### src/rtl/cic_interp_iq_ctrl_pkg.sv
// Shared definitions for the CIC interpolator I/Q sequencer.
//   state_t    : sequencer state encoding (IDLE, RUN, SETTLE)
//   rate_width : bit width needed to carry a rate value 0..max_rate
package cic_interp_iq_ctrl_pkg;

    typedef enum logic [1:0] {
        ST_IDLE   = 2'd0,
        ST_RUN    = 2'd1,
        ST_SETTLE = 2'd2
    } state_t;

    function automatic int rate_width(input int max_rate);
        return $clog2(max_rate + 1);
    endfunction

endpackage

### src/rtl/cic_interp_iq_ctrl_if.sv
// Packed I/Q sample stream (valid/ready) from the host sample FIFO.
//   i_tdata  : {I[2W-1:W], Q[W-1:0]}
//   i_tvalid : sample available (driven by master)
//   i_tready : sample accepted this cycle (driven by slave)
interface cic_interp_iq_ctrl_if #(
    parameter int DATA_WIDTH = 16
);
    logic [2*DATA_WIDTH-1:0] i_tdata;
    logic                    i_tvalid;
    logic                    i_tready;

    modport master (output i_tdata, output i_tvalid, input  i_tready);
    modport slave  (input  i_tdata, input  i_tvalid, output i_tready);
endinterface

### src/rtl/cic_interp_iq_ctrl_slot_counter.sv
// Output-strobe phase counter. Counts advance pulses modulo rate and
// flags phase zero, which marks a CIC input slot.
//   clk, reset : clock, synchronous active-high reset
//   clear      : force phase back to 0 (idle, or rate change)
//   advance    : one output-sample strobe being serviced
//   rate       : current interpolation rate (>= 1)
//   ph         : current phase
//   at_zero    : ph == 0
module cic_interp_iq_ctrl_slot_counter
    import cic_interp_iq_ctrl_pkg::*;
#(
    parameter int RW = rate_width(128)
) (
    input  logic          clk,
    input  logic          reset,
    input  logic          clear,
    input  logic          advance,
    input  logic [RW-1:0] rate,
    output logic [RW-1:0] ph,
    output logic          at_zero
);

    always_ff @(posedge clk) begin
        if (reset || clear) begin
            ph <= '0;
        end else if (advance) begin
            // >= rather than == so a phase left beyond a smaller rate
            // still wraps instead of running through the whole range.
            ph <= (ph >= rate - RW'(1)) ? '0 : ph + RW'(1);
        end
    end

    assign at_zero = (ph == '0);

endmodule

### src/rtl/cic_interp_iq_ctrl.sv
// Sequencer for the I/Q CIC interpolator pair. Paces stream samples into
// both CICs at one per `rate` output strobes, applies rate changes at
// sample boundaries followed by N zero slots, and counts starved slots.
//   clk, reset          : clock, synchronous active-high reset
//   run                 : level enable
//   cfg_stb/cfg_rate    : rate request; cfg_err pulses if out of range
//   out_stb             : output-sample enable from the DAC side
//   smp                 : sample stream (slave side)
//   cic_rate_stb/rate   : rate load to both CICs
//   cic_strobe_in/out   : CIC input/output strobes
//   cic_in_i/q          : sample to the CICs
//   underflow/_cnt      : starved slot pulse and saturating count
//   active              : RUN or SETTLE
//
// state     | meaning
// ----------+---------------------------------------------------------
// ST_IDLE   | no strobes; pending rate applied at once
// ST_RUN    | one sample per slot; pending rate applied at a slot
// ST_SETTLE | zeros fed for N slots after a rate change
module cic_interp_iq_ctrl
    import cic_interp_iq_ctrl_pkg::*;
#(
    parameter  int DATA_WIDTH   = 16,
    parameter  int N            = 4,
    parameter  int MAX_RATE     = 128,
    parameter  int DEFAULT_RATE = 1,
    localparam int RW           = rate_width(MAX_RATE)
) (
    input  logic                  clk,
    input  logic                  reset,
    input  logic                  run,
    input  logic                  cfg_stb,
    input  logic [RW-1:0]         cfg_rate,
    output logic                  cfg_err,
    input  logic                  out_stb,
    cic_interp_iq_ctrl_if.slave   smp,
    output logic                  cic_rate_stb,
    output logic [RW-1:0]         cic_rate,
    output logic                  cic_strobe_in,
    output logic                  cic_strobe_out,
    output logic [DATA_WIDTH-1:0] cic_in_i,
    output logic [DATA_WIDTH-1:0] cic_in_q,
    output logic                  underflow,
    output logic [15:0]           underflow_cnt,
    output logic                  active
);

    localparam int SW = (N > 0) ? $clog2(N + 1) : 1;
    localparam logic [RW-1:0] MAX_RATE_W = RW'(MAX_RATE);

    state_t          state, state_n;
    logic            pend_v, pend_v_n;
    logic [RW-1:0]   pend_r, pend_r_n;
    logic [SW-1:0]   settle, settle_n;

    logic [RW-1:0]   rate_n;
    logic            cfg_err_n, rate_stb_n, sin_n, sout_n, uf_n;
    logic [DATA_WIDTH-1:0] in_i_n, in_q_n;
    logic [15:0]     ufc_n;

    logic [RW-1:0]   ph;
    logic            at_zero;
    logic            servicing, svc_slot, rate_change, cfg_ok;

    // A falling run is honoured in the same cycle: nothing is serviced.
    assign servicing   = run && (state != ST_IDLE);
    assign svc_slot    = servicing && out_stb && at_zero;
    assign rate_change = svc_slot && (state == ST_RUN) && pend_v;
    assign cfg_ok      = cfg_stb && (cfg_rate != '0) && (cfg_rate <= MAX_RATE_W);

    assign smp.i_tready = svc_slot && (state == ST_RUN) && !pend_v;
    assign active       = (state != ST_IDLE);

    cic_interp_iq_ctrl_slot_counter #(.RW(RW)) u_slot (
        .clk     (clk),
        .reset   (reset),
        .clear   (!servicing || rate_change),
        .advance (servicing && out_stb),
        .rate    (cic_rate),
        .ph      (ph),
        .at_zero (at_zero)
    );

    always_comb begin
        state_n    = state;
        pend_v_n   = pend_v;
        pend_r_n   = pend_r;
        settle_n   = settle;
        rate_n     = cic_rate;
        cfg_err_n  = cfg_stb && !cfg_ok;
        rate_stb_n = 1'b0;
        sin_n      = 1'b0;
        sout_n     = servicing && out_stb;
        in_i_n     = cic_in_i;
        in_q_n     = cic_in_q;
        uf_n       = 1'b0;
        ufc_n      = underflow_cnt;

        case (state)
            ST_IDLE: begin
                if (pend_v) begin
                    rate_n     = pend_r;
                    rate_stb_n = 1'b1;
                    pend_v_n   = 1'b0;
                end
                if (run) state_n = ST_RUN;
            end
            ST_RUN: begin
                if (!run) begin
                    state_n = ST_IDLE;
                end else if (svc_slot) begin
                    if (pend_v) begin
                        rate_n     = pend_r;
                        rate_stb_n = 1'b1;
                        pend_v_n   = 1'b0;
                        settle_n   = SW'(N);
                        state_n    = (N == 0) ? ST_RUN : ST_SETTLE;
                    end else begin
                        sin_n = 1'b1;
                        if (smp.i_tvalid) begin
                            in_i_n = smp.i_tdata[2*DATA_WIDTH-1:DATA_WIDTH];
                            in_q_n = smp.i_tdata[DATA_WIDTH-1:0];
                        end else begin
                            in_i_n = '0;
                            in_q_n = '0;
                            uf_n   = 1'b1;
                            if (underflow_cnt != 16'hFFFF) ufc_n = underflow_cnt + 16'd1;
                        end
                    end
                end
            end
            ST_SETTLE: begin
                if (!run) begin
                    state_n  = ST_IDLE;
                    settle_n = '0;
                end else if (svc_slot) begin
                    sin_n    = 1'b1;
                    in_i_n   = '0;
                    in_q_n   = '0;
                    settle_n = settle - SW'(1);
                    if (settle == SW'(1)) state_n = ST_RUN;
                end
            end
            default: state_n = ST_IDLE;
        endcase

        // Last valid request wins, even over one applied this cycle.
        if (cfg_ok) begin
            pend_v_n = 1'b1;
            pend_r_n = cfg_rate;
        end
    end

    always_ff @(posedge clk) begin
        if (reset) begin
            state          <= ST_IDLE;
            pend_v         <= 1'b0;
            pend_r         <= '0;
            settle         <= '0;
            cic_rate       <= RW'(DEFAULT_RATE);
            cfg_err        <= 1'b0;
            cic_rate_stb   <= 1'b0;
            cic_strobe_in  <= 1'b0;
            cic_strobe_out <= 1'b0;
            cic_in_i       <= '0;
            cic_in_q       <= '0;
            underflow      <= 1'b0;
            underflow_cnt  <= '0;
        end else begin
            state          <= state_n;
            pend_v         <= pend_v_n;
            pend_r         <= pend_r_n;
            settle         <= settle_n;
            cic_rate       <= rate_n;
            cfg_err        <= cfg_err_n;
            cic_rate_stb   <= rate_stb_n;
            cic_strobe_in  <= sin_n;
            cic_strobe_out <= sout_n;
            cic_in_i       <= in_i_n;
            cic_in_q       <= in_q_n;
            underflow      <= uf_n;
            underflow_cnt  <= ufc_n;
        end
    end

endmodule

### src/flat_wrapper.sv
// flat-port wrapper written by rule: the top's interface ports become plain ports
module cic_interp_iq_ctrl_flat import cic_interp_iq_ctrl_pkg::*;
#(
    parameter  int DATA_WIDTH   = 16,
    parameter  int N            = 4,
    parameter  int MAX_RATE     = 128,
    parameter  int DEFAULT_RATE = 1,
    localparam int RW           = rate_width(MAX_RATE)
)
  (clk, reset, run, cfg_stb, cfg_rate, cfg_err, out_stb, cic_rate_stb, cic_rate, cic_strobe_in, cic_strobe_out, cic_in_i, cic_in_q, underflow, underflow_cnt, active, smp_i_tdata, smp_i_tvalid, smp_i_tready);
  cic_interp_iq_ctrl_if #(.DATA_WIDTH(DATA_WIDTH)) smp_i ();
  input  logic clk;
  input  logic reset;
  input  logic run;
  input  logic cfg_stb;
  input  logic [RW-1:0] cfg_rate;
  output logic cfg_err;
  input  logic out_stb;
  output logic cic_rate_stb;
  output logic [RW-1:0] cic_rate;
  output logic cic_strobe_in;
  output logic cic_strobe_out;
  output logic [DATA_WIDTH-1:0] cic_in_i;
  output logic [DATA_WIDTH-1:0] cic_in_q;
  output logic underflow;
  output logic [15:0] underflow_cnt;
  output logic active;
  input wire logic [$bits(smp_i.i_tdata)-1:0] smp_i_tdata;
  input wire logic [$bits(smp_i.i_tvalid)-1:0] smp_i_tvalid;
  output wire logic [$bits(smp_i.i_tready)-1:0] smp_i_tready;
  assign smp_i.i_tdata = smp_i_tdata;
  assign smp_i.i_tvalid = smp_i_tvalid;
  assign smp_i_tready = smp_i.i_tready;
  cic_interp_iq_ctrl #(.DATA_WIDTH(DATA_WIDTH), .N(N), .MAX_RATE(MAX_RATE), .DEFAULT_RATE(DEFAULT_RATE)) u_core (.clk(clk), .reset(reset), .run(run), .cfg_stb(cfg_stb), .cfg_rate(cfg_rate), .cfg_err(cfg_err), .out_stb(out_stb), .smp(smp_i), .cic_rate_stb(cic_rate_stb), .cic_rate(cic_rate), .cic_strobe_in(cic_strobe_in), .cic_strobe_out(cic_strobe_out), .cic_in_i(cic_in_i), .cic_in_q(cic_in_q), .underflow(underflow), .underflow_cnt(underflow_cnt), .active(active));
endmodule
### config.mk
export PLATFORM = sky130hd
export DESIGN_NAME = cic_interp_iq_ctrl_flat
export DESIGN_NICKNAME = d
export VERILOG_FILES = /design/src/rtl/cic_interp_iq_ctrl_pkg.sv /design/src/rtl/cic_interp_iq_ctrl_if.sv /design/src/rtl/cic_interp_iq_ctrl_slot_counter.sv /design/src/rtl/cic_interp_iq_ctrl.sv /design/src/flat_wrapper.sv
export SDC_FILE = /design/constraint.sdc
export NUM_CORES = 1
export LEC_CHECK = 0
export CAP_MARGIN = 30
export CORE_MARGIN = 2
export CORE_UTILIZATION = 28
export DETAILED_ROUTE_END_ITERATION = 7
export GPL_TIMING_DRIVEN = 0
export SLEW_MARGIN = 20
export SYNTH_ARGS = -nofsm -noshare
export SYNTH_HDL_FRONTEND = slang
export SYNTH_SLANG_ARGS = --single-unit
### constraint.sdc
create_clock -name clk -period 2.3 [get_ports clk]
set_input_delay 0.23 -clock clk [delete_from_list [all_inputs] [get_ports clk]]
set_output_delay 0.23 -clock clk [all_outputs]
set_load 0.1 [all_outputs]
## Word-level counts from Yosys, hierarchy flattened

Index checks and enable logic that the tools add are counted.

- Register bits: 83
- Output and inout bits: 63

- Add/subtract/negate cells: 4
- $lt $le $gt $ge: 2
- Eq/ne operators: 17
- Multiplexer cells: 46
- Bitwise operators: 5
- Reductions and logical operators: 28

Operators with widths:

| kind | count |
|---|---|
| 2-to-1 mux 16 bit | 10 |
| case mux 16 bit (2 select lines) | 2 |
| 2-to-1 mux 8 bit | 4 |
| adder 16 x 1 -> 16 bit, second input constant | 1 |
| != test 16 bit, second input constant | 1 |
| case mux 8 bit (2 select lines) | 1 |
| 2-to-1 mux 3 bit | 5 |
| != test 3 x 2 -> 1 bit, second input constant | 5 |
| 2-to-1 mux 2 bit | 7 |
| 2-to-1 mux 1 bit | 12 |
| AND reduction 6 bit | 2 |
| AND reduction 5 bit | 2 |
| logical AND 1 bit | 9 |
| adder 8 x 1 -> 8 bit, second input constant | 1 |
| >= comparator 8 bit | 1 |
| less-or-equal comparator 8 bit, second input constant | 1 |
| zero test 8 bit | 1 |
| != test 2 bit, second input constant | 4 |
| nonzero test 8 bit | 1 |
| subtractor 8 x 1 -> 8 bit, second input constant | 1 |
| != test 2 x 1 -> 1 bit, second input constant | 3 |
| case mux 1 bit (2 select lines) | 3 |
| case mux 2 bit (3 select lines) | 1 |
| case mux 3 bit (2 select lines) | 1 |
| 13 further kinds | 23 |

## Logic depth before layout (Yosys ltp)

Gate-level depths: netlist of the first run.

- Depth in word-level cells: 8
- Mapped depth: 10
- Mapped depth without buffers: 10

## By module

A second synthesis of the first run with hierarchy kept.

- Cell total of the unflattened synthesis: 440
- Area total of the unflattened synthesis: 3895.0 µm²

Modules (own cells, without submodules):

| module | instances | cells each | area each (µm²) | sequential area each (µm²) |
|---|---|---|---|---|
| cic_interp_iq_ctrl | 1 | 366 | 3198.1 | 1501.4 |
| cic_interp_iq_ctrl_slot_counter | 1 | 74 | 696.9 | 160.2 |

## Worst setup path before layout of the first run

No wires, ideal clock.

- Path kind: reg2out
- Start: register u_core.state[1]
- End: output port smp_i_tready
- Data arrival time: 2.807 ns
- Setup slack: -0.737 ns
- Stages on the path, launching flop included: 7
- Buffers on the path: 1
- Cell sequence: dfxtp_1 > inv_1 > ha_1 > or4b_1 > or3_1 > clkbuf_2 > nor2_1

- Longest elaborated chain between the ends: 6
- Elaborated cells between the ends (all ways): 7
- Classes of those cells: eq/ne (1); reduce/logical (6)

Ends and longest elaborated chain:

| item | line | text |
|---|---|---|
| from (decl) | cic_interp_iq_ctrl.sv:51 | `state_t state, state_n;` |
| from (signal assigned) | cic_interp_iq_ctrl.sv:170 | `state <= state_n;` |
| nonzero test 2 bit | cic_interp_iq_ctrl.sv:66 | `assign servicing = run && (state != ST_IDLE);` |
| logical AND 1 bit | cic_interp_iq_ctrl.sv:66 |  |
| logical AND 1 bit (2 in a row) | cic_interp_iq_ctrl.sv:67 | `assign svc_slot = servicing && out_stb && at_zero;` |
| logical AND 1 bit (*) (2 in a row) | cic_interp_iq_ctrl.sv:71 | `assign smp.i_tready = svc_slot && (state == ST_RUN) && !pend_v;` |
| to (decl) | flat_wrapper.sv:30 | `output wire logic [$bits(smp_i.i_tready)-1:0] smp_i_tready;` |

Mark *: on every way between the ends. The rest lies on a longest branch, timed or not.

## Worst setup path after layout of the first run

- Start: register u_core.u_slot.ph[0]
- End: output port smp_i_tready

- Longest elaborated chain between the ends: 4

Ends and longest elaborated chain:

| item | line | text |
|---|---|---|
| from (decl) | cic_interp_iq_ctrl_slot_counter.sv:19 | `output logic [RW-1:0] ph,` |
| from (signal assigned) | cic_interp_iq_ctrl_slot_counter.sv:29 | `ph <= (ph >= rate - RW'(1)) ? '0 : ph + RW'(1);` |
| zero test 8 bit | cic_interp_iq_ctrl_slot_counter.sv:33 | `assign at_zero = (ph == '0);` |
| logical AND 1 bit | cic_interp_iq_ctrl.sv:67 |  |
| logical AND 1 bit (2 in a row) | cic_interp_iq_ctrl.sv:71 |  |

No other way between the ends.

==> summary.txt, run 1 <==
Worst setup path
  – WP depth: 6
  – CP Launch Type: register
  – Kind of critical path: reg -> out
  – FF-to-FF End: u_core.underflow_cnt[9]
  – Delay-heaviest family, CP: simple AND/OR/NAND/NOR gates
  – Cell chain of the critical path: inv_2 -> ha_4 -> or4b_4 -> or3_1 -> nor2_4 -> buf_12
  – Slowest stage delay, CP: 0.49 ns
  – Critical path data required time: 2.07 ns
  – Worst Setup SP: u_core.u_slot.ph[0]
  – CP bufs+invs: 2
  – Reg2Reg Depth: 10
  – Largest fanout on the critical path: 3
  – Crit path arrival time: 2.14 ns
  – Reg2reg start: u_core.u_slot.ph[0]
  – End of the critical path: smp_i_tready
  – Critical Path End Type: primary output
  – Reg2reg setup slack: -0.04 ns
  – Slowest cell on crit path: or4b_4

CTS
  – Clock Latency Late Sink: 0.34 ns
  – CTS Sinks: 83
  – H-tree Lvls: 3
  – Clock tree from TritonCTS: yes
  – CTS root buf: clkbuf_16
  – CTS clock-pin slew for the worst setup and hold paths: 0.06 ns
  – CTS Hold Bufs: 0
  – Max Root-Sink Buffers: 2
  – CTS Buf Count: 9

Timing
  – Setup Viol. Count Final: 9
  – Final hold vios: 0
  – Slew Limit Fails: 0
  – Hold_ws: 0.476 ns
  – Setup Skew: 0.00797 ns
  – Fin worst setup slack: -0.0728 ns
  – Worst-margin pin slew: 1.00 ns
  – RSZ-0062 raised after global routing: true
  – TNS Setup: -0.212 ns
  – Fin crit period: 2.37 ns
  – Post-route clock period utilization: 103%
  – Peak Freq: 421 MHz
  – Max-slew headroom: 32.9%

Synthesis
  – YS warnings: 0
  – Cells after Synth: 382
  – Syn_nets: 446
  – Post-synth EDFFs: 0
  – Area share of and/or/nand/nor cells after synthesis: 19.5%
  – Flops & latches, synth: 83
  – Post-synthesis compound-gate area fraction: 16.6%
  – Adder-Cell Fraction of Synth Area: 6.16%
  – Largest family of logic cells by synthesized area: simple AND/OR/NAND/NOR gates
  – Count of cell types in the netlist: 49
  – Syn Std Cell Area: 3650 sq um
  – Post-Syn Area per Cell: 9.56 sq um
  – Sequential fraction of the synthesis area: 45.5%
  – Mux cell area share after synthesis: 5.24%
  – Synth Area in XOR/XNOR: 3.60%
  – Post-synth ARST share: 0%
  – Main synth FF type: dfxtp_1

Detailed routing
  – DRT Pass-1 Iters: 6
  – Total number of vias: 3353
  – DRT antenna net count: 0
  – Post-route DRC: 0
  – DR vias/cell: 4.85
  – Wirelength per Cell: 14.6 um
  – Drt initial violations: 122
  – Total routed wirelength: 10100 um

Power and ir drop
  – Power share of the combinational group: 21.1%
  – Clk pwr share: 39.3%
  – Max VDD drop: 0.000346 V
  – Seq pwr share: 39.6%
  – Power Density: 691 nW/um^2
  – Sw Pwr: 1.17 mW
  – Switching share of power: 30.2%
  – Pleak: 2.09 nW
  – P_int: 2.69 mW

Global route
  – First-pass GRT wire length: 16600 um
  – Largest net degree at the start of global routing: 14
  – Grt total ovfl: 0
  – Initial antenna violation count: 0
  – Tot GR Track Use: 14.7%
  – Number of global-route vias before repair: 3369

Place
  – GP Congestion: 0.814
  – Dpl cell area: 4990 sq um
  – Pre-CTS WS: -0.916 ns
  – Port Buffers: 108
  – Placed cells: 662
  – Detailed Place HPWL: 7150 um

Layout
  – Filler cells: 1232
  – Fraction of layout cells with a size suffix above 1: 18.1%
  – Final Instance Count excl. Fillers: 691
  – P&R area growth vs syn: 52.6%
  – ANT cells: 0
  – Nets: 579
  – Most frequent cells in the layout: clkdlybuf4s50_1, dfxtp_1, nor2_1, a22o_1, dfxtp_2
  – Post-Layout Inst Area: 5580 sq um
  – Most common cell after layout, fill and taps aside: clkdlybuf4s50_1

Status
  – Outcome: finished, violations left
  – Failing checks: negative setup slack

Hold path
  – Worst Hold Class: reg -> reg

Floorplan
  – Core Rows: 41
  – Die extent in x: 118 um
  – Chip height: 118 um
  – Die ar.: 14000 sq um
  – Core area: 12700 sq um
  – Num ports: 109
  – Initial Util: 28.8%

Flow run
  – Max-Cap Viols: 0
flip-flops by register name, indices dropped and copies added, names as in the netlist:
name and count:
u_core.u_slot.ph 8, u_core.state 2, u_core.underflow_cnt 16, u_core.pend_v 1
u_core.cic_strobe_in 1, u_core.cfg_err 1, u_core.cic_rate_stb 1, u_core.cic_in_i 16
u_core.settle 3, u_core.cic_in_q 16, u_core.cic_rate 8, u_core.pend_r 8
u_core.underflow 1, u_core.cic_strobe_out 1
cell usage after synthesis (all sizes together), types with 3 or more instances:
master	count	area share, %
nand3b	3	0.62
a22o	32	7.7
o21ai	9	1.2
o31ai	8	1.8
and3	4	0.75
ha	18	6.2
mux2i	18	4.9
xor2	7	1.7
nand4	7	1.2
nor4	6	1.0
nand2	15	1.5
nand3	13	1.8
dfxtp	83	45
a21oi	21	2.9
clkbuf	12	1.3
nor2	40	4.1
or3	6	1.0
nor3	9	1.2
or4	6	1.2
buf	7	0.86
xnor2	8	1.9
nand2b	5	0.86
nor4b	4	1.1
inv	13	1.3
nor2b	4	0.68
final cells by class:
| type | count | area, sq um | share of cell area, % |
|---|---|---|---|
| Sequential cell | 83 | 1700 | 30.6 |
| Timing Repair Buffer | 124 | 1210 | 21.7 |
| Clock inverter | 4 | 46.3 | 0.830 |
| Clock buffer | 11 | 264 | 4.74 |
| Tap cell | 172 | 215 | 3.86 |
| Multi-Input combinational cell | 268 | 2010 | 36.1 |
| Buffer | 16 | 73.8 | 1.32 |
| Inverter | 13 | 48.8 | 0.875 |
kinds of logic (layout without fill, tap and decap cells):
group,after synthesis,after routing
xor+xnor,15,15
compound gates,84,85
fa+ha+maj,18,18
buf+inv,32,168
simple gates,131,131
mux,19,19
flops,83,83
what timing repair did:
item | 4_1_cts | 5_1_grt
pin swaps | 5 | 4
cloned | 2 | 0
buffers inserted | 15 | 0
endpoints found under the setup margin | 65 | 64
hold endpoints to repair | 0 | 0
resized for setup | 38 | 14
how the worst min path moves through the flow:
stage / to / start / depth (start not counted) / slack [ns]
global route: u_core.cic_in_q[1] / smp_i_tdata[1] / 2 / 0.47
floorplan: u_core.underflow / smp_i_tvalid / 1 / 0.31
finish: u_core.cic_in_i[0] / u_core.cic_in_i[0] / 1 / 0.48
detailed placement: u_core.cic_in_q[14] / u_core.cic_in_q[14] / 1 / 0.46
global placement: u_core.cic_in_i[0] / u_core.cic_in_i[0] / 1 / 0.46
CTS: u_core.cic_in_q[3] / smp_i_tdata[3] / 2 / 0.46
power groups by stage:
stage	registers, mW	logic, mW	clock network (mW)
2_1_floorplan	1.85	0.248	0
3_3_place_gp	1.55	0.775	0
3_5_place_dp	1.55	0.781	0
4_1_cts	1.53	0.809	1.55
5_1_grt	1.53	0.862	1.62
6_report	1.53	0.813	1.52
metrics by stage:
stage / power [mW] / utilization, %
floorplan: 2.10 / -
global placement: 2.33 / 39.4
detailed placement: 2.34 / 39.4
CTS: 3.89 / 43.6
global route: 4.01 / 44.0
finish: 3.86 / 44.0
per-layer routing:
layer / track usage, % / vias up / part of all wire [%]
met3: 5.31 / 14 / 7.4
met2: 22.3 / 103 / 45
met4: 7.23 / 0 / 2.1
met1: 18.3 / 1566 / 46
met5: 0 / - / 0
li1: - / 1670 / -
No activity file was read; power rests on OpenSTA's default activity.
==> run 2: changes to the inputs <==
--- a/config.mk
+++ b/config.mk
@@ -10,6 +10,7 @@
 export CORE_UTILIZATION = 28
 export DETAILED_ROUTE_END_ITERATION = 7
 export GPL_TIMING_DRIVEN = 0
+export SETUP_SLACK_MARGIN = 0.3
 export SLEW_MARGIN = 20
 export SYNTH_ARGS = -nofsm -noshare
 export SYNTH_HDL_FRONTEND = slang
==> summary.txt, run 2 (synthesis gave the netlist of run 1 again) <==
Status
  – Outcome: finished, violations left
  – Failing checks: negative setup slack

Worst setup path
  – Slowest stage delay, CP: 0.47 ns
  – Reg2Reg Depth: 10
  – Critical path data required time: 2.53 ns
  – CP bufs+invs: 4
  – Critical path's most frequent cell: buf_4
  – Crit path arrival time: 2.60 ns
  – CP Launch Type: register
  – Critical Path End Type: register
  – WP depth: 10
  – Delay-heaviest family, CP: simple AND/OR/NAND/NOR gates
  – Slowest cell on crit path: or4b_4
  – Cell chain of the critical path: inv_2 -> ha_4 -> or4b_4 -> buf_4 -> nor4b_4 -> buf_4 -> o31ai_4 -> buf_6 -> nor2_2 -> mux2_2
  – Largest fanout on the critical path: 5
  – Kind of critical path: reg -> reg

Global route
  – Initial antenna violation count: 0
  – Grt total ovfl: 0
  – Tot GR Track Use: 14.6%
  – Number of global-route vias before repair: 3357
  – Largest net degree at the start of global routing: 15
  – First-pass GRT wire length: 16700 um

CTS
  – Clock tree from TritonCTS: yes
  – H-tree Lvls: 3
  – CTS root buf: clkbuf_16
  – CTS Buf Count: 9
  – CTS clock-pin slew for the worst setup and hold paths: 0.06 ns
  – CTS Hold Bufs: 0
  – CTS Sinks: 83
  – Clock Latency Late Sink: 0.34 ns
  – Max Root-Sink Buffers: 2

Power and ir drop
  – Power Density: 664 nW/um^2
  – Pleak: 2.47 nW
  – Max VDD drop: 0.000544 V

Place
  – GP Congestion: 0.822
  – Dpl cell area: 5100 sq um
  – Port Buffers: 108
  – Placed cells: 662
  – Detailed Place HPWL: 7210 um

Timing
  – Peak Freq: 422 MHz
  – Setup Viol. Count Final: 15
  – Slew Limit Fails: 0
  – Setup Skew: 0.00658 ns
  – RSZ-0062 raised after global routing: true
  – Final hold vios: 0
  – Post-route clock period utilization: 103%
  – Worst-margin pin slew: 0.997 ns
  – TNS Setup: -0.486 ns
  – Fin crit period: 2.37 ns
  – Fin worst setup slack: -0.0714 ns
  – Hold_ws: 0.469 ns
  – Max-slew headroom: 33.8%

Layout
  – Final Instance Count excl. Fillers: 699
  – Fraction of layout cells with a size suffix above 1: 22.8%
  – Most frequent cells in the layout: dlygate4sd2_1, dfxtp_1, clkdlybuf4s50_1, nor2_1, a22o_1
  – ANT cells: 0
  – Filler cells: 1231
  – Nets: 586
  – Most common cell after layout, fill and taps aside: dlygate4sd2_1
  – Final core occ: 45.3%
  – Post-Layout Inst Area: 5740 sq um
  – Leading registers by flop count: u_core.cic_in_i x16, u_core.cic_in_q x16, u_core.underflow_cnt x16
  – P&R area growth vs syn: 57.2%

Floorplan
  – Num ports: 109
  – Core area: 12700 sq um
  – Core Rows: 41
  – Chip height: 118 um
  – Initial Util: 28.8%
  – Die extent in x: 118 um
  – Die ar.: 14000 sq um

Detailed routing
  – Post-route DRC: 0
  – Total routed wirelength: 10300 um
  – DRT antenna net count: 0
  – Wirelength per Cell: 14.8 um
  – DRT Pass-1 Iters: 5
  – DR vias/cell: 4.88
  – Drt initial violations: 170
  – Total number of vias: 3411

Hold path
  – Cells on Worst Hold Path: 1
  – Worst Hold Class: reg -> reg

Flow run
  – Max-Cap Viols: 0
[run 2: cell types whose count changed in the layout (fill, tap and decap cells not counted), moves of 4 or more]
cell | before | now
buf_4 | 15 | 21
clkdlybuf4s50_1 | 106 | 45
dfxtp_1 | 59 | 55
dfxtp_2 | 19 | 13
dfxtp_4 | 5 | 15
dlygate4sd2_1 | 0 | 61
[run 2: final timing paths]
path                            start                      end  slack, ns
hold / removal    u_core.cic_in_i[12]      u_core.cic_in_i[12]       0.47
setup / recovery      u_core.state[1]  u_core.underflow_cnt[2]      -0.07
hold reg to reg   u_core.cic_in_i[12]      u_core.cic_in_i[12]       0.47
setup reg to reg      u_core.state[1]  u_core.underflow_cnt[2]      -0.07
[run 2: per-layer routing]
metal  up-vias  share of wire (%)  track usage, %
li1       1689                  -               -
met1      1608                 44            17.7
met2       103                 47            23.5
met3        11                8.3            6.81
met4         0               0.84            3.54
met5         -                  0               0
[run 2: where the power goes]
group | total [mW] | internal [mW] | switching (mW)
clock network | 1.45 | 0.844 | 0.601
logic | 0.852 | 0.287 | 0.565
registers | 1.52 | 1.48 | 0.0361
total | 3.81 | 2.61 | 1.20
[run 2: stage by stage]
step	power (mW)	setup WS, ns
2_1_floorplan	2.10	0.0799
3_3_place_gp	2.34	-0.939
3_5_place_dp	2.34	-0.929
4_1_cts	3.83	-0.0685
5_1_grt	3.99	-0.135
6_report	3.81	-0.0714
[run 2: timing repair]
item	CTS	global route
buffers inserted	9	10
pin swaps	7	28
resized for setup	106	38
endpoints found under the setup margin	135	82
cloned	0	2
[run 2: layout make-up]
| class | instances | area, sq um | area share, % |
|---|---|---|---|
| plain buffers | 19 | 148 | 2.57 |
| clock buffers | 10 | 229 | 3.99 |
| clock inverters | 6 | 62.6 | 1.09 |
| inverters | 13 | 48.8 | 0.849 |
| multi-input cells | 268 | 2140 | 37.2 |
| flip-flops and latches | 83 | 1730 | 30.2 |
| well taps | 172 | 215 | 3.75 |
| repair buffers | 128 | 1170 | 20.3 |
[run 2: worst reg2reg max path, cell delays in order, from the launching register on]
cell     delay, ns
dfxtp_2       0.32
inv_2         0.07
ha_4          0.13
or4b_4        0.47
buf_4         0.17
nor4b_4       0.25
buf_4         0.18
o31ai_4       0.10
buf_6         0.16
nor2_2        0.08
mux2_2        0.33
==> run 3: changes to the inputs <==
--- a/config.mk
+++ b/config.mk
@@ -6,7 +6,7 @@
 export NUM_CORES = 1
 export LEC_CHECK = 0
 export CAP_MARGIN = 30
-export CORE_MARGIN = 2
+export CORE_MARGIN = 1
 export CORE_UTILIZATION = 28
 export DETAILED_ROUTE_END_ITERATION = 7
 export GPL_TIMING_DRIVEN = 0
==> summary.txt, run 3 (synthesis gave the netlist of run 1 again) <==
Floorplan
  – Chip height: 116 um
  – Core Rows: 41
  – Num ports: 109
  – Initial Util: 28.8%
  – Core area: 12700 sq um
  – Die ar.: 13500 sq um
  – Die extent in x: 116 um

Timing
  – Peak Freq: 422 MHz
  – Post-route clock period utilization: 103%
  – Fin worst setup slack: -0.0700 ns
  – Setup Viol. Count Final: 11
  – RSZ-0062 raised after global routing: true
  – Final hold vios: 0
  – Max-slew headroom: 34.2%
  – Slew Limit Fails: 0
  – Setup Skew: 0.00885 ns
  – Fin crit period: 2.37 ns
  – Worst-margin pin slew: 0.990 ns

CTS
  – Max Root-Sink Buffers: 2
  – CTS Sinks: 83
  – Clock Latency Late Sink: 0.34 ns
  – CTS Buf Count: 9
  – CTS clock-pin slew for the worst setup and hold paths: 0.06 ns
  – CTS root buf: clkbuf_16
  – H-tree Lvls: 3
  – Clock tree from TritonCTS: yes

Worst setup path
  – Reg2reg setup slack: -0.04 ns
  – Reg2Reg Depth: 10
  – Slowest stage delay, CP: 0.48 ns
  – CP bufs+invs: 3
  – Delay-heaviest family, CP: simple AND/OR/NAND/NOR gates
  – Largest fanout on the critical path: 3
  – Slowest cell on crit path: or4b_4
  – Cell chain of the critical path: inv_2 -> ha_2 -> or4b_4 -> or3_1 -> clkbuf_8 -> nor2_4 -> buf_12
  – Critical Path End Type: primary output
  – CP Launch Type: register
  – FF-to-FF End: u_core.cic_rate[6]
  – Kind of critical path: reg -> out
  – Crit path arrival time: 2.14 ns
  – Critical path data required time: 2.07 ns
  – Reg2reg start: u_core.u_slot.ph[1]

Detailed routing
  – Total number of vias: 3472
  – DRT Pass-1 Iters: 4
  – DRT antenna net count: 0
  – DR vias/cell: 4.91
  – Total routed wirelength: 10500 um
  – Wirelength per Cell: 14.9 um
  – Drt initial violations: 134
  – Post-route DRC: 0

Layout
  – Leading registers by flop count: u_core.cic_in_i x16, u_core.cic_in_q x16, u_core.underflow_cnt x16
  – P&R area growth vs syn: 62.7%
  – Nets: 594
  – Post-Layout Inst Area: 5950 sq um
  – Most common cell after layout, fill and taps aside: dlygate4sd2_1
  – Fraction of layout cells with a size suffix above 1: 26.5%
  – Most frequent cells in the layout: dlygate4sd2_1, dfxtp_1, clkdlybuf4s50_1, nor2_1, a22o_1
  – ANT cells: 0
  – Filler cells: 1207

Hold path
  – Cells on Worst Hold Path: 1
  – Hold EP: u_core.cic_in_i[12]
  – Worst Hold Launch: u_core.cic_in_i[12]
  – Worst Hold Class: reg -> reg

Global route
  – Grt total ovfl: 0
  – Largest net degree at the start of global routing: 16
  – Initial antenna violation count: 0
  – First-pass GRT wire length: 16600 um
  – Number of global-route vias before repair: 3417
  – Tot GR Track Use: 15.8%

Power and ir drop
  – Max VDD drop: 0.000495 V
  – Final Total Pwr: 3.94 mW
  – Pleak: 2.54 nW
  – Power Density: 663 nW/um^2

Place
  – Port Buffers: 108
  – Detailed Place HPWL: 7230 um
  – Dpl cell area: 5100 sq um
  – GP Congestion: 0.771

Status
  – Failing checks: negative setup slack
  – Outcome: finished, violations left

Flow run
  – Max-Cap Viols: 0
[run 3: cell type report]
class	count	area [sq um]	area share, %
multi-input cells	268	2220	37.4
flip-flops and latches	83	1730	29.2
repair buffers	136	1250	21.0
clock buffers	12	268	4.50
well taps	172	215	3.62
plain buffers	19	154	2.59
clock inverters	4	53.8	0.905
inverters	13	48.8	0.821
[run 3: power by group]
part | leakage, nW | switching (mW) | internal [mW]
Clock | 0.159 | 0.599 | 0.944
Sequential | 0.690 | 0.0360 | 1.48
Combinational | 1.70 | 0.576 | 0.306
[run 3: worst max-delay path by stage]
stage | endpoint | start | cells past startpoint
floorplan | smp_i_tready | u_core.u_slot.ph[1] | 6
global placement | smp_i_tready | out_stb | 6
detailed placement | smp_i_tready | out_stb | 6
CTS | smp_i_tready | u_core.state[1] | 7
global route | u_core.underflow_cnt[11] | u_core.state[1] | 9
finish | smp_i_tready | u_core.u_slot.ph[1] | 7
[run 3: per-layer routing]
metal | vias to the layer above | part of all wire [%] | track usage [%]
li1 | 1703 | - | -
met5 | - | 0 | 0
met4 | 0 | 1.6 | 5.81
met2 | 115 | 47 | 26.1
met1 | 1630 | 44 | 19.0
met3 | 24 | 7.1 | 5.35
[run 3: what timing repair did]
item	CTS	global route
endpoints found under the setup margin	135	80
gates cloned	3	0
hold buffers	0	0
resized for setup	128	39
setup buffers	21	5
pin swaps	35	18
[run 3: per-stage QoR]
step | instances | hold WS, ns | setup TNS [ns] | util, % | worst slack [ns]
4_1_cts | 702 | 0.473 | -0.138 | 45.6 | -0.0609
5_1_grt | 707 | 0.476 | -1.93 | 46.9 | -0.168
3_3_place_gp | 662 | 0.460 | -14.52 | 40.3 | -0.939
6_report | 707 | 0.470 | -0.250 | 46.9 | -0.0700
3_5_place_dp | 662 | 0.463 | -14.40 | 40.3 | -0.907
2_1_floorplan | 382 | 0.308 | 0 | - | 0.0799
